[src/rtl/stream_fifo.sv]
// stream_fifo: single-clock valid/ready FIFO with occupancy count and status flags.
// FWFT=1 presents the oldest word combinationally; FWFT=0 returns a popped word
// one cycle after the read request.
// Optional high-water mark: define STREAM_FIFO_PEAK_EN to build the peak occupancy
// register; otherwise peak_occ_out is tied to zero.
module stream_fifo #(
    parameter int WIDTH         = 8,
    parameter int DEPTH         = 16,
    parameter int AFULL_THRESH  = DEPTH - 2,
    parameter int AEMPTY_THRESH = 2,
    parameter int FWFT          = 1
) (
    input  logic                       clk_in,
    input  logic                       rst_n_in,
    input  logic                       flush_in,
    input  logic                       s_valid_in,
    input  logic [WIDTH-1:0]           s_data_in,
    output logic                       s_ready_out,
    output logic                       m_valid_out,
    output logic [WIDTH-1:0]           m_data_out,
    input  logic                       m_ready_in,
    output logic [$clog2(DEPTH+1)-1:0] occupancy_out,
    output logic                       full_out,
    output logic                       empty_out,
    output logic                       almost_full_out,
    output logic                       almost_empty_out,
    output logic [$clog2(DEPTH+1)-1:0] peak_occ_out
);

    localparam int AW = $clog2(DEPTH);
    localparam int OW = $clog2(DEPTH + 1);

    logic [WIDTH-1:0] r_mem [DEPTH];
    logic [AW-1:0]    r_wr_ptr;
    logic [AW-1:0]    r_rd_ptr;
    logic [OW-1:0]    r_occ;

    logic             w_not_empty;
    logic             w_push;
    logic             w_pop;

    // Pointers wrap explicitly so non-power-of-two depths work.
    function automatic logic [AW-1:0] ptr_inc(input logic [AW-1:0] p);
        return (p == AW'(DEPTH - 1)) ? '0 : p + AW'(1);
    endfunction

    // Everything visible to the write side comes from registered occupancy only,
    // so a pop in the same cycle never opens a full FIFO to a push.
    assign w_not_empty      = (r_occ != '0);
    assign s_ready_out      = (r_occ < OW'(DEPTH));
    assign w_push           = s_valid_in && s_ready_out && !flush_in;
    assign occupancy_out    = r_occ;
    assign full_out         = (r_occ == OW'(DEPTH));
    assign empty_out        = !w_not_empty;
    assign almost_full_out  = (int'(r_occ) >= AFULL_THRESH);
    assign almost_empty_out = (int'(r_occ) <= AEMPTY_THRESH);

    // Storage write port.
    // NOTE: the memory array has no reset; stale words are never observable
    // because reads are qualified by occupancy, and leaving it unreset lets it map to RAM.
    always_ff @(posedge clk_in) begin
        if (w_push) begin
            r_mem[r_wr_ptr] <= s_data_in;
        end
    end

    // Pointer and occupancy bookkeeping; flush discards same-cycle push and pop.
    // NOTE: sequential state is updated with non-blocking assignments only, so every
    // always_ff sees the pre-edge values of the others regardless of evaluation order.
    always_ff @(posedge clk_in or negedge rst_n_in) begin
        if (!rst_n_in) begin
            r_wr_ptr <= '0;
            r_rd_ptr <= '0;
            r_occ    <= '0;
        end else if (flush_in) begin
            r_wr_ptr <= '0;
            r_rd_ptr <= '0;
            r_occ    <= '0;
        end else begin
            if (w_push) begin
                r_wr_ptr <= ptr_inc(r_wr_ptr);
            end
            if (w_pop) begin
                r_rd_ptr <= ptr_inc(r_rd_ptr);
            end
            if (w_push && !w_pop) begin
                r_occ <= r_occ + OW'(1);
            end else if (w_pop && !w_push) begin
                r_occ <= r_occ - OW'(1);
            end
        end
    end

    generate
        if (FWFT != 0) begin : g_fwft
            // Oldest word shown combinationally; data masked to zero while empty.
            // NOTE: every signal written here gets a default first so no latch is inferred.
            always_comb begin
                m_valid_out = w_not_empty;
                m_data_out  = '0;
                w_pop       = w_not_empty && m_ready_in && !flush_in;
                if (w_not_empty) begin
                    m_data_out = r_mem[r_rd_ptr];
                end
            end
        end else begin : g_registered
            logic             r_m_valid;
            logic [WIDTH-1:0] r_m_data;

            // A read request against a non-empty FIFO pops; requests while empty are ignored.
            always_comb begin
                w_pop = m_ready_in && w_not_empty && !flush_in;
            end

            // Popped word lands in the output register for one valid cycle, then holds.
            always_ff @(posedge clk_in or negedge rst_n_in) begin
                if (!rst_n_in) begin
                    r_m_valid <= 1'b0;
                    r_m_data  <= '0;
                end else begin
                    r_m_valid <= w_pop;
                    if (w_pop) begin
                        r_m_data <= r_mem[r_rd_ptr];
                    end
                end
            end

            assign m_valid_out = r_m_valid;
            assign m_data_out  = r_m_data;
        end
    endgenerate

`ifdef STREAM_FIFO_PEAK_EN
    logic [OW-1:0] r_peak;

    // High-water mark follows registered occupancy one cycle behind; flush clears it.
    always_ff @(posedge clk_in or negedge rst_n_in) begin
        if (!rst_n_in) begin
            r_peak <= '0;
        end else if (flush_in) begin
            r_peak <= '0;
        end else if (r_occ > r_peak) begin
            r_peak <= r_occ;
        end
    end

    assign peak_occ_out = r_peak;
`else
    assign peak_occ_out = '0;
`endif

endmodule

[config.mk]
export PLATFORM = sky130hd
export DESIGN_NAME = stream_fifo
export DESIGN_NICKNAME = d
export VERILOG_FILES = /design/src/rtl/stream_fifo.sv
export SDC_FILE = /design/constraint.sdc
export NUM_CORES = 1
export LEC_CHECK = 0
export BUFFER_PORTS_ARGS = -buffer_cell sky130_fd_sc_hd__clkbuf_2
export CAP_MARGIN = 15
export CORE_MARGIN = 2
export CORE_UTILIZATION = 65
export CTS_CLUSTER_DIAMETER = 100
export CTS_CLUSTER_SIZE = 28
export DETAILED_ROUTE_END_ITERATION = 6
export GPL_ROUTABILITY_DRIVEN = 0
export PLACE_DENSITY = 0.9
export SLEW_MARGIN = 0
export SYNTH_ARGS = -nofsm -noshare
export SYNTH_HDL_FRONTEND = slang
export SYNTH_SLANG_ARGS = --single-unit
[constraint.sdc]
create_clock -name clk_in -period 3.7 [get_ports clk_in]
set_input_delay 0.74 -clock clk_in [delete_from_list [all_inputs] [get_ports clk_in]]
set_output_delay 0.74 -clock clk_in [all_outputs]
set_load 0.05 [all_outputs]
==> reports/metrics.cfg, run 1 <==
[status]
status=finished, final reports clean

[yosys]
synth_area_leaders=edfxtp_1, mux4_2, dfrtp_1
synth_edf_count=128
ys_types=46
syn-cell-area_sq_um=5970
yosys_register_bits=141
synth_common_cells=edfxtp_1, mux4_2, nor2_1
avgSynthCellArea_sq_um=18.1
syn-instance-count=330
synth_top_area_share_pct=64.4
synth_largest_area_cell=edfxtp_1
ys_seq_area_share_pct=69.8
synthArstFlopShare_pct=9.22
yosys_warnings=0
synth.most_common_cell=edfxtp_1
synthFlopType=edfxtp_1

[global_route]
grt_pass1_vias=3255
grt_pass1_wl_um=18600
use_met3_pct=6.82
top_usage_layer=met2
use_met1_pct=36.5
antenna_found_initial=0
grt_max_degree=36
overflow=0
gr-usage-met2_pct=42.5
track_usage_pct=26.6

[timing]
max_slew_margin_pct=34.4
fin_skew_ns=0.00646
worst_slack_ns=0.278
slew_violations=0
timing.final.crit_share_pct=92.5
period_needed_ns=3.42
finalHoldViolCount=0
setup_viol=0
max_slew.worst_pin.slew_ns=0.980
max_freq_ghz=0.292
rsz0062_at_grt=no
holdWs_ns=0.108

[run]
maxCapViolCount=0

[cts]
cts_tree=done
cts_setup_buffers=0
cts_root_buf=clkbuf_8
cts_buffers=17
clock_latency_ns=0.53
clock_sinks=141
cts_max_path_buffers=2
htree_levels=4
path_clk_slew_ns=0.06

[routing]
drt_pass1_iterations=5
viasPerCell=6.61
wire_per_inst_um=24.4
vias=3238
drt-total-wl_um=12000
ant_nets=0
dr.first_iter.drc_count=355
drc=0

[power]
power_uw=5140
ir_drop_mv=0.699
leakage_uw=0.00229
pwr_density_cell_nw_per_um2=758

[worst_setup_path]
critPathArrivalTime_ns=2.68
critPathMaxFanout=17
cp_data_required_time_ns=2.96
crit_path_start_kind=flop
endpoint_kind=output pin
setup.worst_path.class=reg2out

[floorplanning]
die_w_um=99.8
dieArea_sq_um=9970
die_h_um=99.8
num_rows=34
core_sq_um=8810
ios=37
start_util_pct=67.8

[placement]
portBuffers=31
dp_hpwl_um=7100
place_ws_ns=0.692

[finish]
nets=392
area_growth_syn_to_layout_pct=13.7
fillers=461
antenna_cells=0
drive_above_1_share_pct=27.5

[worst_hold_path]
hp-class=in2async

## state kept, by name, summed over array words and instances, names as in the netlist
name	count
occupancy_out	5
r_mem	128
r_rd_ptr	4
r_wr_ptr	4
## worst paths after layout
path	from	endpoint	slack, ns	cells past startpoint
worst max-delay path	r_rd_ptr[0]$_DFFE_PN0P_	m_data_out[1]	0.28	5
worst min-delay path	rst_n_in	occupancy_out[0]$_DFFE_PN0P_	0.11	1
worst max register to register	occupancy_out[1]$_DFFE_PN0P_	occupancy_out[3]$_DFFE_PN0P_	0.89	8
worst min register to register	r_wr_ptr[3]$_DFFE_PN0P_	r_wr_ptr[3]$_DFFE_PN0P_	0.60	2
max in group asynchronous	rst_n_in	r_rd_ptr[0]$_DFFE_PN0P_	3.30	1
min in group clk_in	s_valid_in	occupancy_out[4]$_DFFE_PN0P_	0.48	3
## metal layers
| layer | vias to the layer above | part of all wire [%] |
|---|---|---|
| met5 | - | 0 |
| met4 | 0 | 1.2 |
| met3 | 15 | 6.9 |
| met2 | 156 | 53 |
| met1 | 1685 | 39 |
| li1 | 1382 | - |
## layout make-up
cell class	instances	area (sq um)	share of cell area, %
sequential	141	4170	61.5
multi-input combinational	166	1650	24.3
clock buffer	19	422	6.21
timing repair buffer	37	213	3.13
clock inverter	13	173	2.54
tap	108	135	1.99
inverter	6	22.5	0.332
## cell usage in the layout (no fill, tap or decap), types with 5 or more instances in the layout
master,synthesis,final
nand2_1,11,11
a21oi_1,11,11
mux4_2,32,32
ha_1,9,9
buf_4,7,5
nor2b_1,9,9
nor2_1,21,21
edfxtp_1,128,128
dfrtp_1,13,12
clkinv_1,1,5
conb_1,1,5
clkbuf_2,0,31
nand3_1,7,7
and2_1,6,6
mux2i_1,10,10
clkbuf_16,0,16
a211oi_1,15,15
## kinds of logic (layout without fill, tap and decap cells)
logic type      after synthesis  in the layout  share of synthesized area, %
other cells                   1              5                        0.0628
compound gates               40             40                          4.99
mux                          42             42                          13.7
buf+inv                      27             75                          2.79
flops                       141            141                          69.8
fa+ha+maj                    10             10                          2.22
xor+xnor                      4              4                         0.587
simple gates                 65             65                          5.76
## power breakdown
part / leakage (uW) / internal (uW) / switching (uW) / total (uW)
clock: 0.000282 / 1090 / 622 / 1710
sequential: 0.00133 / 1800 / 111 / 1910
combinational: 0.000677 / 520 / 1000 / 1520
total: 0.00229 / 3410 / 1740 / 5140
## per-stage QoR
stage,cells,instance area (sq um),setup TNS [ns],util [%]
after global routing,490,6790,0,77.1
after CTS,490,6780,0,77.0
after floorplan,334,5980,-3.94,-
after global placement,458,6190,0,70.3
after detailed placement,458,6190,0,70.3
final,490,6790,0,77.1
## what timing repair did
action,4_1_cts,5_1_grt
setup endpoints to repair,0,1
hold buffers,0,0
gates resized for setup,0,1
## critical path: stages, from the launching register on
cell and delay [ns]:
dfrtp_4 0.66, mux4_2 0.56, nor2b_1 0.14, a211oi_1 0.36
a211oi_1 0.12, clkbuf_2 0.29
(Power assumes the default switching activity.)
==> inputs of run 2 (changes only) <==
- CORE_UTILIZATION: 65 -> 37
- PLACE_DENSITY: 0.9 -> 0.59
==> run 2 against run 1 <==
Net effect:
- core utilization decreased by 34 points
- final cell count grew 21%
- clock power fell by 5%
- setup slack improved by 0.067 ns
- clock-buffer cell count up 1
- die area up 72%
- register-to-register slack improved by 0.12 ns
- non-clock buffer count down 1
- maximum frequency increased by 2.0%
- global-route usage is 12 points lower
- sequential share of layout area down 0.74 points
- cell area increased by 1.2%
==> reports/metrics.cfg, run 2 (same netlist as run 1, synthesis figures left out) <==
[finish]
nets=391  ; was 392
final_cell_mix=edfxtp_1, mux4_2, clkbuf_2, nor2_1, clkbuf_16  ; unchanged
drive_above_1_share_pct=26.9  ; was 27.5%
largest_reg_flops=128  ; unchanged
antenna_cells=0  ; unchanged
regMostFlops=r_mem  ; unchanged
area_growth_syn_to_layout_pct=15.0  ; was 13.7%
final_common_cell=edfxtp_1  ; unchanged

[placement]
portBuffers=31  ; unchanged
dp_hpwl_um=7470  ; was 7100 um
place_ws_ns=0.738  ; was 0.692 ns

[worst_setup_path]
critPathArrivalTime_ns=2.61  ; was 2.68 ns
ff2ff_setup_slack_ns=1.01  ; was 0.89 ns
reg2reg_from=occupancy_out[1]$_DFFE_PN0P_  ; unchanged
reg2reg_to=occupancy_out[3]$_DFFE_PN0P_  ; unchanged
setup.worst_path.class=reg2out  ; unchanged
critPathMaxFanout=15  ; was 17
critPathMaxStageDelay_ns=0.63  ; was 0.66 ns
endpoint_kind=output pin  ; unchanged
cp_common_cell=a211oi_1  ; unchanged
r2r_cells=8  ; unchanged
cp_data_required_time_ns=2.96  ; about the same
crit_path_start=r_rd_ptr[0]$_DFFE_PN0P_  ; unchanged
crit_path_start_kind=flop  ; unchanged
crit_slowest_cell=dfrtp_2  ; was dfrtp_4
crit_chain=buf_4 -> mux4_2 -> a211oi_1 -> a211oi_1 -> clkbuf_2  ; was mux4_2 -> nor2b_1 -> a211oi_1 -> a211oi_1 -> clkbuf_2

[routing]
drc=0  ; unchanged
wire_per_inst_um=19.1  ; was 24.4 um
viasPerCell=5.09  ; was 6.61
vias=3026  ; was 3238
ant_nets=0  ; unchanged
dr.first_iter.drc_count=188  ; was 355
drt-total-wl_um=11400  ; was 12000 um
drt_pass1_iterations=6  ; was 5

[status]
status=finished, final reports clean  ; unchanged

[cts]
ctsResizeCount=0  ; unchanged
htree_levels=4  ; unchanged
cts_setup_buffers=0  ; unchanged
cts_tree=done  ; unchanged
path_clk_slew_ns=0.05  ; was 0.06 ns
cts_root_buf=clkbuf_16  ; was clkbuf_8
hold_buffers=0  ; unchanged
clock_latency_ns=0.41  ; was 0.53 ns
cts_buffers=17  ; unchanged
cts_max_path_buffers=2  ; unchanged
clock_sinks=141  ; unchanged

[timing]
max_slew_margin_pct=38.4  ; was 34.4%
worst_slack_ns=0.345  ; was 0.278 ns
max_freq_ghz=0.298  ; was 0.292 GHz
slew_violations=0  ; unchanged
fin_skew_ns=0.00554  ; was 0.00646 ns
holdWs_ns=0.220  ; was 0.108 ns
period_needed_ns=3.35  ; was 3.42 ns
finalHoldViolCount=0  ; unchanged
max_slew.worst_pin.slew_ns=0.921  ; was 0.980 ns
tns_ns=0  ; unchanged
timing.final.crit_share_pct=90.7  ; was 92.5%
setup_viol=0  ; unchanged
rsz0062_at_grt=no  ; unchanged

[floorplanning]
core_sq_um=15800  ; was 8810 sq um
dieArea_sq_um=17200  ; was 9970 sq um
ios=37  ; unchanged
die_h_um=131  ; was 99.8 um
start_util_pct=37.7  ; was 67.8%
num_rows=46  ; was 34
die_w_um=131  ; was 99.8 um

[power]
p_comb_share_pct=30.3  ; was 29.6%
clock_power_share_pct=32.1  ; was 33.2%
p_sw_uw=1690  ; was 1740 uW
pwr_density_cell_nw_per_um2=735  ; was 758 nW/um^2
p_seq_share_pct=37.7  ; was 37.2%
leakage_uw=0.00227  ; was 0.00229 uW
ir_drop_mv=0.699  ; about the same
intPower_uw=3360  ; was 3410 uW
swShare_pct=33.5  ; was 33.8%
power_uw=5040  ; was 5140 uW

[global_route]
track_usage_pct=14.8  ; was 26.6%
grt_pass1_vias=3252  ; was 3255
antenna_found_initial=0  ; unchanged
grt_max_degree=36  ; unchanged
grt_pass1_wl_um=18100  ; was 18600 um
overflow=0  ; unchanged

[run]
maxCapViolCount=0  ; unchanged

[worst_hold_path]
hp-class=in2async  ; unchanged

[run 2: cell count changes in the layout (fill, tap and decap cells not counted), sizes merged]
| cell | previous run | this run |
|---|---|---|
| buf | 6 | 5 |
| bufinv | 4 | 3 |
| clkbuf | 50 | 51 |
| clkinv | 8 | 7 |
| clkinvlp | 2 | 1 |
[run 2: worst max path at each step]
stage / to / slack (ns) / cells past startpoint
floorplan: m_data_out[0] / -0.46 / 4
global placement: m_data_out[2] / 0.77 / 5
detailed placement: m_data_out[2] / 0.74 / 5
CTS: m_data_out[2] / 0.28 / 5
global route: m_data_out[4] / 0.15 / 5
finish: m_data_out[4] / 0.35 / 5
[run 2: layer usage]
metal	global-route usage [%]	part of all wire, %
met5	0	0
met2	25.5	52
met4	6.01	1.8
met3	3.75	4.1
met1	17.7	42
[run 2: worst max-delay path, delay by kind of cell, from the launching register on]
kind	cells	cell delay, ns
multiplexers	1	0.54
flip-flops	1	0.63
AO/OA/AOI/OAI	2	0.35
buffers and inverters	2	0.67
[run 2: metrics by stage]
stage               util [%]  cells  instance area, sq um
finish                  43.4    595                  6870
global route            43.4    595                  6870
CTS                     43.4    595                  6870
detailed placement      39.8    565                  6300
global placement        39.8    565                  6300
floorplan                  -    334                  5980
[run 2: layout make-up]
cell class	count	area, sq um
repair buffers	36	193
clock buffers	20	437
well taps	216	270
inverters	6	22.5
multi-input cells	166	1650
fillers	1418	8960
flip-flops and latches	141	4170
clock inverters	10	124
[run 2: power by group through the flow]
stage                     logic [uW]  registers [uW]  clock network, uW
after global routing            1640            1920               1710
after CTS                       1540            1900               1650
after floorplan                 1170            1970                  0
after global placement          1510            1930                  0
after detailed placement        1540            1930                  0
final                           1530            1900               1620
